### src/rtl/shift_add_mult_ctrl.sv
// shift_add_mult_ctrl
// Sequential radix-2 shift-and-add multiplier with valid/ready handshakes on
// both sides. One 2*WIDTH-bit adder is reused once per cycle, so a product
// takes WIDTH iterations instead of needing an array of adders.
//
// Optional build macro SHIFT_ADD_MULT_EARLY_TERM_EN: when defined, RUN ends as
// soon as the remaining multiplier bits are all zero. The product value does
// not change, only the number of RUN cycles. When the macro is undefined, RUN
// always lasts exactly WIDTH cycles and no zero-detect logic is built.
//
// state | meaning
// IDLE  | waiting for operands, in_ready high
// RUN   | one shift/add iteration per cycle
// DONE  | product presented with out_valid, held until out_ready

module shift_add_mult_ctrl #(
    parameter int WIDTH = 8
) (
    input  logic               clk,
    input  logic               rst,
    input  logic               in_valid,
    output logic               in_ready,
    input  logic [WIDTH-1:0]   a,
    input  logic [WIDTH-1:0]   b,
    output logic               out_valid,
    input  logic               out_ready,
    output logic [2*WIDTH-1:0] product,
    output logic               busy
);

    localparam int PW = 2 * WIDTH;
    localparam int CW = $clog2(WIDTH + 1);
    localparam logic [CW-1:0] LAST_CNT = CW'(WIDTH - 1);

    typedef enum logic [1:0] {
        IDLE = 2'd0,
        RUN  = 2'd1,
        DONE = 2'd2
    } state_t;

    state_t            state_q;
    logic [PW-1:0]     acc_q;
    logic [PW-1:0]     mcand_q;
    logic [WIDTH-1:0]  mplier_q;
    logic [CW-1:0]     cnt_q;
    logic              in_ready_q;
    logic              out_valid_q;
    logic              busy_q;

    logic [PW-1:0]     acc_d;
    logic [PW-1:0]     mcand_d;
    logic [WIDTH-1:0]  mplier_d;
    logic [CW-1:0]     cnt_d;
    logic              last_iter;

    // Datapath for one iteration: conditional add, then shift both operands.
    always_comb begin
        acc_d    = acc_q;
        if (mplier_q[0]) begin
            acc_d = acc_q + mcand_q;
        end
        mcand_d  = mcand_q << 1;
        mplier_d = mplier_q >> 1;
        cnt_d    = cnt_q + 1'b1;
    end

    // Decide whether the current RUN cycle is the final iteration.
`ifdef SHIFT_ADD_MULT_EARLY_TERM_EN
    always_comb begin
        last_iter = (cnt_q == LAST_CNT) || (mplier_d == '0);
    end
`else
    always_comb begin
        last_iter = (cnt_q == LAST_CNT);
    end
`endif

    // Control FSM with datapath registers and registered handshake outputs.
    always_ff @(posedge clk) begin
        if (rst) begin
            state_q     <= IDLE;
            acc_q       <= '0;
            mcand_q     <= '0;
            mplier_q    <= '0;
            cnt_q       <= '0;
            in_ready_q  <= 1'b1;
            out_valid_q <= 1'b0;
            busy_q      <= 1'b0;
        end else begin
            case (state_q)
                IDLE: begin
                    if (in_valid && in_ready_q) begin
                        mcand_q    <= {{WIDTH{1'b0}}, a};
                        mplier_q   <= b;
                        acc_q      <= '0;
                        cnt_q      <= '0;
                        state_q    <= RUN;
                        in_ready_q <= 1'b0;
                        busy_q     <= 1'b1;
                    end
                end
                RUN: begin
                    acc_q    <= acc_d;
                    mcand_q  <= mcand_d;
                    mplier_q <= mplier_d;
                    cnt_q    <= cnt_d;
                    if (last_iter) begin
                        state_q     <= DONE;
                        out_valid_q <= 1'b1;
                    end
                end
                DONE: begin
                    // No operand accept here; in_ready only rises once back in IDLE.
                    if (out_ready) begin
                        state_q     <= IDLE;
                        out_valid_q <= 1'b0;
                        in_ready_q  <= 1'b1;
                        busy_q      <= 1'b0;
                    end
                end
                default: begin
                    state_q     <= IDLE;
                    in_ready_q  <= 1'b1;
                    out_valid_q <= 1'b0;
                    busy_q      <= 1'b0;
                end
            endcase
        end
    end

    // acc is left untouched after handoff, so product keeps the last result.
    assign product   = acc_q;
    assign in_ready  = in_ready_q;
    assign out_valid = out_valid_q;
    assign busy      = busy_q;

endmodule

### config.mk
export PLATFORM = sky130hd
export DESIGN_NAME = shift_add_mult_ctrl
export DESIGN_NICKNAME = d
export VERILOG_FILES = /design/src/rtl/shift_add_mult_ctrl.sv
export SDC_FILE = /design/constraint.sdc
export NUM_CORES = 1
export LEC_CHECK = 0
export BUFFER_PORTS_ARGS = -buffer_cell sky130_fd_sc_hd__buf_4
export CAP_MARGIN = 20
export CORE_MARGIN = 1.5
export CORE_UTILIZATION = 50
export CTS_CLUSTER_SIZE = 25
export DETAILED_ROUTE_END_ITERATION = 12
export GPL_TIMING_DRIVEN = 0
export PLACE_DENSITY = 0.74
export SLEW_MARGIN = 5
export SYNTH_ARGS = -nofsm -noshare
export SYNTH_HDL_FRONTEND = slang
export SYNTH_SLANG_ARGS = --single-unit
### constraint.sdc
create_clock -name clk -period 2 [get_ports clk]
set_input_delay 0.4 -clock clk [delete_from_list [all_inputs] [get_ports clk]]
set_output_delay 0.4 -clock clk [all_outputs]
set_load 0.03 [all_outputs]
==> out/metrics.yaml, run 1 <==
run_status:
  status: "finished clean"
clock_network:
  clockRootBuffer: "clkbuf_8"
  cts_tree: "yes"
  clk_path_buf_depth: 2
  clkSlewWorstSetupHoldPaths_ns: 0.09
  h-tree-depth: 2
  cts.sinks: 49
  ctsHoldBuffers: 0
  cts_made_buffers: 5
  clkLatencyLatePin_ns: 0.31
finish:
  drive_above_1_share_pct: 24.2
  layout_common_cells: "nand2_1, buf_4, dfxtp_1, nor2_1, a21oi_1"
  area_delta_synth_final_pct: 24.9
  layout.nets: 404
  diodes: 0
  final_common_cell: "nand2_1"
floorplan:
  die_y_um: 75.4
  die_w_um: 75.4
  start_util_pct: 51.6
  io_pins: 39
  die_area_um2: 5680
  coreArea_um2: 5070
  num_rows: 26
hold_path:
  whs_path_depth: 3
  hold_start: "a[0]"
  min_to: "mcand_q[0]"
  hold_class: "in2reg"
grt:
  grtUsageTotal_pct: 23.9
  grt_pass1_vias: 2264
  grt_pass1_wl_mm: 10.3
  grt-ovfl-total: 0
  grt_max_degree: 15
  antenna_found_initial: 0
drt:
  vias_per_cell: 5.64
  ant_nets: 0
  wl_per_cell_um: 14.4
  drc: 0
  num_vias: 2470
  drt_first_pass_iters: 4
  totalWireLength_mm: 6.32
  dr.first_iter.drc_count: 215
logic_synthesis:
  synthFlopType: "dfxtp_1"
  yosysSeqAreaShare_pct: 37.5
  syn_nets: 354
  yosysWarnings: 0
  synth.distinct_cells: 42
  ys_async_sr_fraction_pct: 0
  synth_edf_count: 0
  synthCells: 317
  ys_ff_latch: 49
  syn_area_um2: 2620
  syn_avg_cell_area_um2: 8.26
power:
  total_leakage_power_nw: 1.37
  power.density_nw_per_um2: 644
  peakVddDrop_mv: 0.409
sta:
  rsz0062_at_grt: "true"
  max_freq_mhz: 501
  worst_pin_slew_ns: 0.811
  skew_ns: 0.00590
  setup_viol: 0
  slew_headroom_pct: 45.5
  layout_setup_ws_ns: 0.00549
  slew_viol_final: 0
  finalHoldViolations: 0
  layout_worst_path_cycle_share_pct: 99.7
  period_needed_ns: 1.99
  finalSetupTns_ns: 0
setup_path:
  path_max_fanout: 4
  r2r_slack_ns: 0.005
  r2r_end: "product[14]"
  crit_slowest_cell: "dfxtp_4"
  cp.required_ns: 2.21
  path_buf_inv: 1
  crit_chain: "ha_4 -> inv_2 -> fa_2 -> nor2b_4 -> o2111ai_4 -> a21oi_4 -> a41oi_2 -> xnor2_1 -> a22o_1"
  worstPathArrival_ns: 2.20
  end_kind: "flip-flop"
  rr_worst_depth: 9
  crit_family: "compound AO/OA/AOI/OAI gates"
  start_kind: "flip-flop"
  critPathKind: "reg2reg"
  crit_path_max_incr_delay_ns: 0.37
  reg2reg_from: "mcand_q[0]"
flow_run:
  drv_cap: 0
placement:
  port_buffers: 37
  place_hpwl_mm: 4.74
  gp_congestion: 0.894
  dp_slack_ns: -0.219
## synth_stat cells, drive strengths merged (7+ instances only)
library cell	n	area (um^2)
a22o	7	61.3
nand3	14	70.1
a21oi	33	165
nand2	56	210
ha	16	200
dfxtp	49	981
o21ai	8	40.0
buf	7	35.0
clkbuf	13	48.8
a311oi	15	131
nor2	32	120
xnor2	9	78.8
## report_power, final
group | switching (mW) | internal (mW)
clock | 0.348 | 0.408
combinational | 0.181 | 0.115
sequential | 0.0359 | 1.02
## flip-flops by register name, indices dropped and copies added (netlist names)
| name | cells |
|---|---|
| out_valid | 1 |
| state_q | 2 |
| mcand_q | 16 |
| cnt_q | 4 |
| in_ready | 1 |
| busy | 1 |
| mplier_q | 8 |
| product | 16 |
## logic make-up (layout without fill, tap and decap cells)
| kind of cell | count (synthesis) | count (layout) | synth area share, % |
|---|---|---|---|
| adders and majority gates | 17 | 17 | 8.41 |
| xor gates and xnor gates | 15 | 15 | 5.02 |
| AOI/OAI and AO/OA | 89 | 89 | 24.8 |
| and+or+nand+nor | 124 | 124 | 20.6 |
| DFF | 49 | 49 | 37.5 |
| buffers and inverters | 23 | 74 | 3.63 |
## tightest hold or removal path, cell delays in order
cell,delay [ns]
buf_4,0.11
nand2_1,0.05
a21oi_1,0.05
## area by class of cell
class / count / area [um^2]
buffer: 20 / 83.8
clock buffer: 7 / 86.3
clock inverter: 1 / 30.0
fill: 452 / 1800
inverter: 3 / 11.3
multi-input combinational: 245 / 1650
sequential: 49 / 997
tap: 70 / 87.6
timing repair buffer: 43 / 323
## per-layer routing
| layer | vias up | routed length, um | share of wire, % | global-route usage, % |
|---|---|---|---|---|
| met1 | 1169 | 2910 | 46 | 31.0 |
| met3 | 8 | 314 | 5.0 | 4.50 |
| met2 | 60 | 3020 | 48 | 41.0 |
| li1 | 1233 | - | - | - |
| met5 | - | 0 | 0 | 0 |
| met4 | 0 | 80 | 1.3 | 5.95 |
## worst max-delay path by stage
stage	startpoint	end	slack (ns)	depth (start not counted)
floorplan	product[0]	product[14]	-0.01	9
global route	mcand_q[0]	product[14]	-0.08	9
CTS	product[0]	product[14]	-0.008	9
global placement	mcand_q[0]	product[14]	-0.20	9
finish	mcand_q[0]	product[14]	0.005	9
detailed placement	mcand_q[0]	product[14]	-0.22	9
## through the flow
step,cell area (um^2),total power [mW],hold WS [ns],instances,utilization [%]
after floorplan,2660,1.25,0.448,317,-
after global placement,3030,1.35,0.460,424,59.6
after detailed placement,3030,1.35,0.459,424,59.6
after CTS,3210,2.09,0.326,435,63.3
after global routing,3270,2.18,0.327,438,64.4
final,3270,2.10,0.329,438,64.4
## timing repair
item                                    4_1_cts  5_1_grt
pin swaps                                     4        7
resized for setup                            11       10
setup buffers                                 3        3
endpoints found under the setup margin        6       10
Note: power is estimated with default switching activity, not from simulation.
==> inputs of run 2 (changes only) <==
--- a/config.mk
+++ b/config.mk
@@ -5,6 +5,7 @@
 export SDC_FILE = /design/constraint.sdc
 export NUM_CORES = 1
 export LEC_CHECK = 0
+export ABC_AREA = 1
 export BUFFER_PORTS_ARGS = -buffer_cell sky130_fd_sc_hd__buf_4
 export CAP_MARGIN = 20
 export CORE_MARGIN = 1.5
==> run 2 against run 1 <==
Against the previous run: worst hold slack better by 0.021 ns; highest routed layer unchanged; first-iteration DRC count is 36% lower; largest cell class unchanged; combinational power is 47% higher; sequential power is 4% higher; synthesized area is 8.1% higher; clock-buffer cell count is 1 lower; utilization is 4.1 points lower; critical endpoint is now product[8].
==> out/metrics.yaml, run 2 <==
sta:
  skew_ns: 0.00715
  worst_pin_slew_ns: 0.572
  finalSetupTns_ns: 0
  layout_worst_path_cycle_share_pct: 93.1
  period_needed_ns: 1.86
  setup_viol: 0
  rsz0062_at_grt: "false"
  layout_setup_ws_ns: 0.139
  whs_ns: 0.350
  max_freq_mhz: 537
  finalHoldViolations: 0
  slew_viol_final: 0
  slew_headroom_pct: 61.9
clock_network:
  cts.sinks: 49
  clkLatencyLatePin_ns: 0.30
  h-tree-depth: 2
  clk_path_buf_depth: 2
  clockRootBuffer: "clkbuf_8"
  clkSlewWorstSetupHoldPaths_ns: 0.10
  cts_made_buffers: 5
  cts_tree: "yes"
setup_path:
  path_max_fanout: 4
  cp.required_ns: 2.17
  end_kind: "flip-flop"
  critPathKind: "reg2reg"
  setup.worst_path.start: "product[0]"
  worstPathArrival_ns: 2.03
  start_kind: "flip-flop"
  reg2reg_from: "product[0]"
logic_synthesis:
  yosysSeqAreaShare_pct: 34.7
  ys_ff_latch: 49
  yosysWarnings: 0
  synthSimpleGateAreaFrac_pct: 31.1
  synth_compound_area_share_pct: 15.6
  syn_avg_cell_area_um2: 6.72
  synth_common_cells: "nand2_1, dfxtp_1, inv_1"
  syn_area_um2: 2830
  synthCells: 421
  synth_top_family_by_area: "simple AND/OR/NAND/NOR gates"
  synth_most_common_cell: "nand2_1"
  netlist_top_cells_area: "dfxtp_1, nand2_1, a21oi_1"
  synth.distinct_cells: 35
  synth_edf_count: 0
  yosys.area.top_type: "dfxtp_1"
  syn_nets: 458
  synthFlopType: "dfxtp_1"
  ys_async_sr_fraction_pct: 0
  synth_xor_area_share_pct: 0.309
  synth_fa_ha_area_share_pct: 7.78
  muxShareOfSynthArea_pct: 0
  synth_top_area_share_pct: 34.7
floorplan:
  die_w_um: 78.2
  die_y_um: 78.2
  start_util_pct: 51.7
  num_rows: 27
  io_pins: 39
  coreArea_um2: 5470
  die_area_um2: 6120
placement:
  port_buffers: 38
  place_hpwl_mm: 5.12
  dp_slack_ns: 0.0829
  gp_congestion: 0.883
  dpl-instance-area_um2: 3210
run_status:
  status: "finished clean"
hold_path:
  hold_start: "a[0]"
  hold_class: "in2reg"
finish:
  layout_common_cells: "nand2_1, inv_1, dfxtp_1, a21oi_1, buf_4"
  area_delta_synth_final_pct: 16.6
  diodes: 0
  layout.nets: 503
  drive_above_1_share_pct: 15.8
  final_area_um2: 3300
  final_common_cell: "nand2_1"
  final_util_pct: 60.3
drt:
  drc: 0
  dr.first_iter.drc_count: 137
  totalWireLength_mm: 6.67
  vias_per_cell: 5.20
  wl_per_cell_um: 12.4
  ant_nets: 0
  drt_first_pass_iters: 4
  num_vias: 2803
grt:
  grt_pass1_vias: 2584
  grtUsageTotal_pct: 22.8
  grt_max_degree: 16
  antenna_found_initial: 0
  grt-ovfl-total: 0
  grt_pass1_wl_mm: 11.2
power:
  peakVddDrop_mv: 0.424
  power.density_nw_per_um2: 642
  total_leakage_power_nw: 1.61
flow_run:
  drv_cap: 0
==> run 2: cell type report <==
type / instances / area, um^2
Timing Repair Buffer: 38 / 285
Clock buffer: 6 / 72.6
Inverter: 51 / 199
Multi-Input combinational cell: 307 / 1560
Fill cell: 546 / 2170
Clock inverter: 2 / 13.8
Sequential cell: 49 / 985
Tap cell: 72 / 90.1
Buffer: 14 / 97.6
==> run 2: cells by family after synthesis <==
kind of cell / Yosys count
AND/OR/NAND/NOR: 206
XOR/XNOR: 1
adder cells (fa/ha/maj): 17
buffers and inverters: 65
flip-flops: 49
AO/OA/AOI/OAI: 83
==> run 2: critical path, cell delays in order, from the launching register on <==
cell     delay, ns
dfxtp_2       0.36
ha_1          0.17
inv_1         0.05
fa_1          0.35
inv_1         0.11
nand3_1       0.10
nand3_2       0.11
a21oi_1       0.09
or2_2         0.27
nand3_1       0.07
a21oi_1       0.06
==> run 2: stage by stage <==
stage,instances,power [mW]
finish,539,2.12
global route,539,2.23
CTS,539,2.14
detailed placement,531,1.54
global placement,531,1.53
floorplan,421,1.40
==> run 2: power by group <==
part           total [mW]  internal (mW)  switching, mW  leakage (nW)
logic               0.436          0.170          0.266          1.17
clock network       0.597          0.250          0.347        0.0456
registers            1.09           1.04         0.0501         0.401
total                2.12           1.46          0.663          1.61
==> run 2: repair_timing <==
| action | in CTS | in global routing |
|---|---|---|
| gates resized for setup | 0 | 4 |
| hold buffers | 0 | 0 |
| endpoints found under the setup margin | 0 | 2 |
| setup buffers | 0 | 0 |
==> run 2: worst paths after layout <==
check / slack, ns / cells after the start / to
setup / recovery: 0.14 / 10 / product[8]
hold / removal: 0.35 / 3 / mcand_q[0]
setup reg to reg: 0.14 / 10 / product[8]
hold reg to reg: 0.47 / 2 / busy
==> run 2: per-layer routing <==
layer | global-route usage (%) | routed length (um) | up-vias
li1 | - | - | 1463
met1 | 27.9 | 2990 | 1274
met2 | 41.2 | 3340 | 60
met3 | 3.37 | 279 | 6
met4 | 6.43 | 59 | 0
met5 | 0 | 0 | -
